===== src/rtl/lsu_pkg.sv =====
// Shared types and funct3 decode helpers for the load/store unit and its bench.
package lsu_pkg;

  typedef enum logic [1:0] {IDLE, MEM, RESP} lsu_state_t;

  typedef enum logic [1:0] {SZ_B, SZ_H, SZ_W} lsu_size_t;

  localparam logic [2:0] F3_B  = 3'b000;
  localparam logic [2:0] F3_H  = 3'b001;
  localparam logic [2:0] F3_W  = 3'b010;
  localparam logic [2:0] F3_BU = 3'b100;
  localparam logic [2:0] F3_HU = 3'b101;

  // Only the low two funct3 bits encode the access size.
  function automatic lsu_size_t f3_size(input logic [1:0] f3_lo);
    lsu_size_t sz;
    case (f3_lo)
      2'b00:   sz = SZ_B;
      2'b01:   sz = SZ_H;
      default: sz = SZ_W;
    endcase
    return sz;
  endfunction

  // Unsigned variants exist only for loads; stores accept b/h/w.
  function automatic logic f3_legal(input logic we, input logic [2:0] f3);
    logic ok;
    case (f3)
      F3_B, F3_H, F3_W: ok = 1'b1;
      F3_BU, F3_HU:     ok = !we;
      default:          ok = 1'b0;
    endcase
    return ok;
  endfunction

endpackage


===== src/rtl/load_store_unit_if.sv =====
// Request/response handshake bundle between the execute stage and the load/store unit.
interface load_store_unit_if #(
  parameter int WIDTH = 32
);

  logic             req_valid;
  logic             req_ready;
  logic             req_we;
  logic [2:0]       req_funct3;
  logic [WIDTH-1:0] req_addr;
  logic [WIDTH-1:0] req_wdata;
  logic             resp_valid;
  logic             resp_ready;
  logic [WIDTH-1:0] resp_rdata;
  logic             resp_err;

  modport master (
    output req_valid, req_we, req_funct3, req_addr, req_wdata, resp_ready,
    input  req_ready, resp_valid, resp_rdata, resp_err
  );

  modport slave (
    input  req_valid, req_we, req_funct3, req_addr, req_wdata, resp_ready,
    output req_ready, resp_valid, resp_rdata, resp_err
  );

endinterface


===== src/rtl/lsu_load_extend.sv =====
// Sign- or zero-extends a zero-padded memory read word according to the load funct3.
module lsu_load_extend
  import lsu_pkg::*;
#(
  parameter int WIDTH = 32
) (
  input  logic [2:0]       funct3,
  input  logic [WIDTH-1:0] raw,
  output logic [WIDTH-1:0] ext
);

  always_comb begin
    ext = '0;
    case (funct3)
      F3_B:    ext = {{(WIDTH-8){raw[7]}}, raw[7:0]};
      F3_H:    ext = {{(WIDTH-16){raw[15]}}, raw[15:0]};
      F3_W:    ext = raw;
      F3_BU:   ext = {{(WIDTH-8){1'b0}}, raw[7:0]};
      F3_HU:   ext = {{(WIDTH-16){1'b0}}, raw[15:0]};
      default: ext = '0;
    endcase
  end

endmodule


===== src/rtl/load_store_unit.sv =====
// Load/store front end for the byte-addressed data memory: decodes and checks one
// request at a time, drives registered memory strobes, and returns extended load data.
module load_store_unit
  import lsu_pkg::*;
#(
  parameter int WIDTH = 32,
  parameter int DEPTH = 20
) (
  input  logic              clk,
  input  logic              rst,
  load_store_unit_if.slave  bus,
  output logic [DEPTH-1:0]  mem_addr,
  output logic [WIDTH-1:0]  mem_data_in,
  output logic              mem_wr,
  output logic              mem_rd,
  output logic              mem_one_byte,
  output logic              mem_two_bytes,
  output logic              mem_four_bytes,
  input  logic [WIDTH-1:0]  mem_data_out
);

  lsu_state_t       state;
  lsu_state_t       state_next;
  lsu_size_t        req_size;
  logic             req_fault;
  logic             we_q;
  logic [2:0]       funct3_q;
  logic [WIDTH-1:0] load_ext;
  logic [WIDTH-1:0] resp_rdata_q;
  logic             resp_err_q;

  always_comb begin
    req_size  = f3_size(bus.req_funct3[1:0]);
    req_fault = !f3_legal(bus.req_we, bus.req_funct3)
              || (req_size == SZ_H && bus.req_addr[0])
              || (req_size == SZ_W && bus.req_addr[1:0] != 2'b00)
              || (bus.req_addr[WIDTH-1:DEPTH] != '0);
  end

  assign bus.req_ready  = (state == IDLE) && !rst;
  assign bus.resp_valid = (state == RESP);
  assign bus.resp_rdata = resp_rdata_q;
  assign bus.resp_err   = resp_err_q;

  // Faulty requests skip MEM entirely so the memory never sees them.
  always_comb begin
    state_next = state;
    case (state)
      IDLE:    if (bus.req_valid) state_next = req_fault ? RESP : MEM;
      MEM:     state_next = RESP;
      RESP:    if (bus.resp_ready) state_next = IDLE;
      default: state_next = IDLE;
    endcase
  end

  lsu_load_extend #(.WIDTH(WIDTH)) u_extend (
    .funct3 (funct3_q),
    .raw    (mem_data_out),
    .ext    (load_ext)
  );

  always_ff @(posedge clk) begin
    if (rst) begin
      state          <= IDLE;
      we_q           <= 1'b0;
      funct3_q       <= '0;
      resp_rdata_q   <= '0;
      resp_err_q     <= 1'b0;
      mem_addr       <= '0;
      mem_data_in    <= '0;
      mem_wr         <= 1'b0;
      mem_rd         <= 1'b0;
      mem_one_byte   <= 1'b0;
      mem_two_bytes  <= 1'b0;
      mem_four_bytes <= 1'b0;
    end else begin
      state <= state_next;
      case (state)
        IDLE: begin
          if (bus.req_valid) begin
            we_q     <= bus.req_we;
            funct3_q <= bus.req_funct3;
            if (req_fault) begin
              resp_err_q   <= 1'b1;
              resp_rdata_q <= '0;
            end else begin
              mem_addr       <= bus.req_addr[DEPTH-1:0];
              mem_data_in    <= bus.req_wdata;
              mem_wr         <= bus.req_we;
              mem_rd         <= !bus.req_we;
              mem_one_byte   <= (req_size == SZ_B);
              mem_two_bytes  <= (req_size == SZ_H);
              mem_four_bytes <= (req_size == SZ_W);
            end
          end
        end
        // The memory acted on the falling edge inside this cycle, so its word is ready now.
        MEM: begin
          mem_wr         <= 1'b0;
          mem_rd         <= 1'b0;
          mem_one_byte   <= 1'b0;
          mem_two_bytes  <= 1'b0;
          mem_four_bytes <= 1'b0;
          resp_err_q     <= 1'b0;
          resp_rdata_q   <= we_q ? '0 : load_ext;
        end
        default: ;
      endcase
    end
  end

endmodule


===== src/flat_wrapper.sv =====
// flat-port wrapper written by rule: the top's interface ports become plain ports
module load_store_unit_flat import lsu_pkg::*;
#(
  parameter int WIDTH = 32,
  parameter int DEPTH = 20
)
  (clk, rst, mem_addr, mem_data_in, mem_wr, mem_rd, mem_one_byte, mem_two_bytes, mem_four_bytes, mem_data_out, bus_req_valid, bus_req_we, bus_req_funct3, bus_req_addr, bus_req_wdata, bus_resp_ready, bus_req_ready, bus_resp_valid, bus_resp_rdata, bus_resp_err);
  load_store_unit_if #(.WIDTH(WIDTH)) bus_i ();
  input  logic clk;
  input  logic rst;
  output logic [DEPTH-1:0] mem_addr;
  output logic [WIDTH-1:0] mem_data_in;
  output logic mem_wr;
  output logic mem_rd;
  output logic mem_one_byte;
  output logic mem_two_bytes;
  output logic mem_four_bytes;
  input  logic [WIDTH-1:0] mem_data_out;
  input wire logic [$bits(bus_i.req_valid)-1:0] bus_req_valid;
  input wire logic [$bits(bus_i.req_we)-1:0] bus_req_we;
  input wire logic [$bits(bus_i.req_funct3)-1:0] bus_req_funct3;
  input wire logic [$bits(bus_i.req_addr)-1:0] bus_req_addr;
  input wire logic [$bits(bus_i.req_wdata)-1:0] bus_req_wdata;
  input wire logic [$bits(bus_i.resp_ready)-1:0] bus_resp_ready;
  output wire logic [$bits(bus_i.req_ready)-1:0] bus_req_ready;
  output wire logic [$bits(bus_i.resp_valid)-1:0] bus_resp_valid;
  output wire logic [$bits(bus_i.resp_rdata)-1:0] bus_resp_rdata;
  output wire logic [$bits(bus_i.resp_err)-1:0] bus_resp_err;
  assign bus_i.req_valid = bus_req_valid;
  assign bus_i.req_we = bus_req_we;
  assign bus_i.req_funct3 = bus_req_funct3;
  assign bus_i.req_addr = bus_req_addr;
  assign bus_i.req_wdata = bus_req_wdata;
  assign bus_i.resp_ready = bus_resp_ready;
  assign bus_req_ready = bus_i.req_ready;
  assign bus_resp_valid = bus_i.resp_valid;
  assign bus_resp_rdata = bus_i.resp_rdata;
  assign bus_resp_err = bus_i.resp_err;
  load_store_unit #(.WIDTH(WIDTH), .DEPTH(DEPTH)) u_core (.clk(clk), .rst(rst), .bus(bus_i), .mem_addr(mem_addr), .mem_data_in(mem_data_in), .mem_wr(mem_wr), .mem_rd(mem_rd), .mem_one_byte(mem_one_byte), .mem_two_bytes(mem_two_bytes), .mem_four_bytes(mem_four_bytes), .mem_data_out(mem_data_out));
endmodule

===== config.mk =====
export PLATFORM = sky130hd
export DESIGN_NAME = load_store_unit_flat
export DESIGN_NICKNAME = d
export VERILOG_FILES = /design/src/rtl/lsu_pkg.sv /design/src/rtl/load_store_unit_if.sv /design/src/rtl/lsu_load_extend.sv /design/src/rtl/load_store_unit.sv /design/src/flat_wrapper.sv
export SDC_FILE = /design/constraint.sdc
export NUM_CORES = 1
export LEC_CHECK = 0
export CAP_MARGIN = 20
export CORE_MARGIN = 8
export CORE_UTILIZATION = 37
export DETAILED_ROUTE_END_ITERATION = 8
export DONT_BUFFER_PORTS = 1
export PLACE_DENSITY = 0.52
export SLEW_MARGIN = 10
export SYNTH_ARGS = -nofsm -noshare
export SYNTH_HDL_FRONTEND = slang
export SYNTH_HIERARCHICAL = 1
export SYNTH_SLANG_ARGS = --single-unit

===== constraint.sdc =====
create_clock -name clk -period 3.75 [get_ports clk]
set_input_delay 0.375 -clock clk [delete_from_list [all_inputs] [get_ports clk]]
set_output_delay 0.375 -clock clk [all_outputs]
set_load 0.02 [all_outputs]

==> flow_metrics.py <==
metrics = {
    "outcome": {
        "status": "finished clean",
    },
    "run": {
        "max-cap-violations": 0,
    },
    "drt": {
        "drt_first_iter_violations": 119,
        "drt_pre_antenna_iters": 4,
        "routed_wirelength_um": 12000,
        "post-route-drc-count": 0,
        "viasPerCell": 5.03,
        "via_count": 3282,
        "antenna_viol_nets_final": 0,
        "routed_wire_length_per_instance_um": 18.4,
    },
    "placement": {
        "post-place-cells": 635,
        "dpl.hpwl_um": 8850,
        "buffer_ports.inserted": 0,
        "place.gp.congestion": 0.776,
        "placement.cell_area_um2": 4850,
    },
    "clock_network": {
        "cts-root-to-sink-buffers": 2,
        "cts.sink_count": 96,
        "post_cts_resized": 0,
        "cts_tree": "built",
        "cts_post_setup_buffers_inserted": 0,
        "path_clk_slew_ns": 0.07,
        "clk-insertion-delay-late_ns": 0.34,
        "total_cts_buffers": 9,
        "cts_root_buffer": "clkbuf_16",
        "cts_max_level": 3,
        "cts_hold_buffers": 0,
    },
    "die": {
        "die_height_um": 130,
        "io_pins": 196,
        "die_area_um2": 17000,
        "floorplan.rows": 42,
        "floorplan.initialDensity": 0.372,
        "floorplan.die.width_um": 130,
        "area_inside_the_core_boundary_um2": 13000,
    },
    "yosys": {
        "synth.top_cells.by_area": "dfxtp_1 40%, mux2i_1 17%, o31ai_4 13%, nand2_1 11%, inv_1 2.5%",
        "synth.top_cell.area_share": 0.397,
        "sequential_area_share_after_synthesis": 0.397,
        "yosysWarnings": 6,
        "synth_flop_type": "dfxtp_1",
        "synth.cell_area_um2": 4850,
        "postSynthCellCount": 495,
        "postSynthRegisterBits": 96,
        "synthesis.nets": 599,
        "synth-async-reset-ratio": 0,
        "synth.distinct_cells": 43,
        "synth_edf_count": 0,
        "mean_instance_size_in_the_synthesized_netlist_um2": 9.79,
        "synth_largest_area_cell": "dfxtp_1",
    },
    "timing": {
        "final_period_minus_worst_setup_slack_ns": 2.29,
        "maxClockFrequency_ghz": 0.436,
        "fin_worst_hold_slack_ns": 0.0964,
        "finalSetupViolations": 0,
        "max_slew_margin": 0.308,
        "portion_of_the_clock_cycle_consumed_by_the_worst_path_in_the_final_layout": 0.612,
        "finalMaxSlewViolations": 0,
        "timing.final.hold_violations": 0,
        "fin_skew_ns": 0.00639,
        "grt_setup_unrepaired": "false",
        "max_slew.worst_pin.slew_ns": 1.04,
        "timing.setup.tns_ns": 0,
    },
    "setup_path": {
        "critical_path.reg2reg.endpoint": "u_core/mem_data_in[2]",
        "rr_worst_depth": 5,
        "worst-endpoint-required_ns": 4.02,
        "criticalPathCategory": "flip-flop to flip-flop",
        "worstSetupStartpoint": "u_core/state[1]",
        "critical_path.cell_chain": "nor3b_4 > nand4_1 > nor2_4 > buf_12 > mux2i_1",
        "cpMaxStageDelayCell": "nor2_4",
        "crit-reg2reg-launch": "u_core/state[1]",
        "cp-start-kind": "flip-flop",
        "cp_data_arrival_time_ns": 2.56,
        "rrSetupSlack_ns": 1.46,
        "endpoint_kind": "flip-flop",
        "worstSetupEndpoint": "u_core/mem_data_in[2]",
        "critPathMaxStageDelay_ns": 0.68,
        "critical_path_maximum_fanout": 32,
    },
    "grt": {
        "wire_length_of_the_first_global_routing_pass_um": 18600,
        "antenna_violations_before_repair": 0,
        "globalRouteTotalUtil": 0.141,
        "global_route.overflow_total": 0,
        "via_count_of_the_first_global_routing_pass": 3455,
        "grt_max_degree": 60,
    },
    "hold_path": {
        "min_path_type": "primary input to flip-flop",
    },
    "final_layout": {
        "design_area_um2": 5130,
        "num-fill-cells": 1349,
        "number_of_cells_in_the_finished_layout_apart_from_fillers": 652,
        "syn2layout_area_growth_pct": 5.94,
        "final_nets": 575,
        "insertedDiodeCount": 0,
        "layout.core_utilization": 0.394,
        "multi_input_comb_area_um2": 2540,
        "drive_gt1_frac": 0.139,
        "sequential_cell_area_um2": 1920,
    },
    "power_and_ir_drop": {
        "vdd_drop_max_v": 0.000196,
        "leakagePower_nw": 1.58,
        "power_per_cell_area_nw_per_um2": 401,
    },
}
[through the flow]
step	total power [W]	worst slack (ns)
after floorplan	0.00122	2.07
after global placement	0.00122	1.48
after detailed placement	0.00122	1.36
after CTS	0.00210	1.41
after global routing	0.00216	1.24
final	0.00206	1.46
[critical path, delay by kind of cell, from the launching register on]
| kind | cells | cell delay (ns) |
|---|---|---|
| flops | 1 | 0.38 |
| mux | 1 | 0.22 |
| simple gates | 3 | 1.27 |
| buf+inv | 1 | 0.32 |
[state kept, by name, summed over array words and instances, names as in the netlist]
register and flops:
u_core/mem_two_bytes 1, u_core/bus.resp_err 1, u_core/state 2, u_core/mem_addr 20, u_core/mem_data_in 32, u_core/funct3_q 3, u_core/mem_rd 1, u_core/mem_four_bytes 1
u_core/bus.resp_rdata 32, u_core/mem_wr 1, u_core/mem_one_byte 1, u_core/we_q 1
[final cells by class]
class                   count  area share
multi-input cells         326       0.495
flip-flops and latches     96       0.374
clock buffers               9      0.0439
well taps                 176      0.0429
inverters                  33      0.0241
clock inverters             7      0.0102
repair buffers              5     0.00926
[cell usage in the layout, fill, tap and decap left out, types with 2 or more instances in the layout]
cell / count
nor4_2: 3
o2bb2ai_1: 7
nand4_1: 2
nor2_1: 4
nand2_1: 136
a21oi_1: 5
o31ai_1: 2
and2_1: 8
o21ai_0: 10
buf_4: 3
nand3_1: 3
o21ai_2: 3
nor2b_1: 5
inv_6: 3
o31ai_4: 30
o21ai_1: 9
inv_1: 32
clkinv_2: 2
mux2i_1: 80
dfxtp_1: 96
clkbuf_16: 9
[worst min path at each step]
stage                      from                  to  depth (start not counted)
finish                      rst         u_core/we_q                          1
global route                rst  u_core/funct3_q[0]                          1
CTS                         rst  u_core/funct3_q[1]                          1
detailed placement          rst  u_core/funct3_q[1]                          1
global placement            rst  u_core/funct3_q[1]                          1
floorplan           u_core/we_q         u_core/we_q                          2
[kinds of logic (layout without fill, tap and decap cells)]
family / after synthesis / after routing / share of synthesized area
DFF: 96 / 96 / 0.397
and+or+nand+nor: 173 / 173 / 0.164
buffers and inverters: 73 / 54 / 0.0821
muxes: 80 / 80 / 0.165
AOI/OAI and AO/OA: 73 / 73 / 0.192
[report_power, final]
group | leakage (nW) | internal [W] | switching [W]
logic | 0.674 | 0.0000525 | 0.000107
clock network | 0.137 | 0.000455 | 0.000408
registers | 0.774 | 0.00102 | 0.0000103
total | 1.58 | 0.00153 | 0.000526
[synthesized netlist by cell type (2+ instances only)]
cell type    n
and2_1       8
nor2_1       4
inv_1       32
buf_4        8
nand3_1      3
o21ai_2      3
nand2_1    136
a21oi_1      5
o21ai_0     10
o31ai_4     30
nor4_2       3
buf_2        5
o2bb2ai_1    7
buf_6        7
o21ai_1      9
mux2i_1     80
buf_8        3
o31ai_1      2
nand4_1      2
dfxtp_1     96
nor2b_1      5
clkbuf_1    16
[routing by layer]
metal / vias to the layer above / GRT usage / share of wire
met5: - / 0 / 0
li1: 1617 / - / -
met1: 1526 / 0.150 / 0.38
met3: 11 / 0.0771 / 0.14
met4: 0 / 0.0628 / 0.017
met2: 128 / 0.229 / 0.46
(Power assumes the default switching activity.)
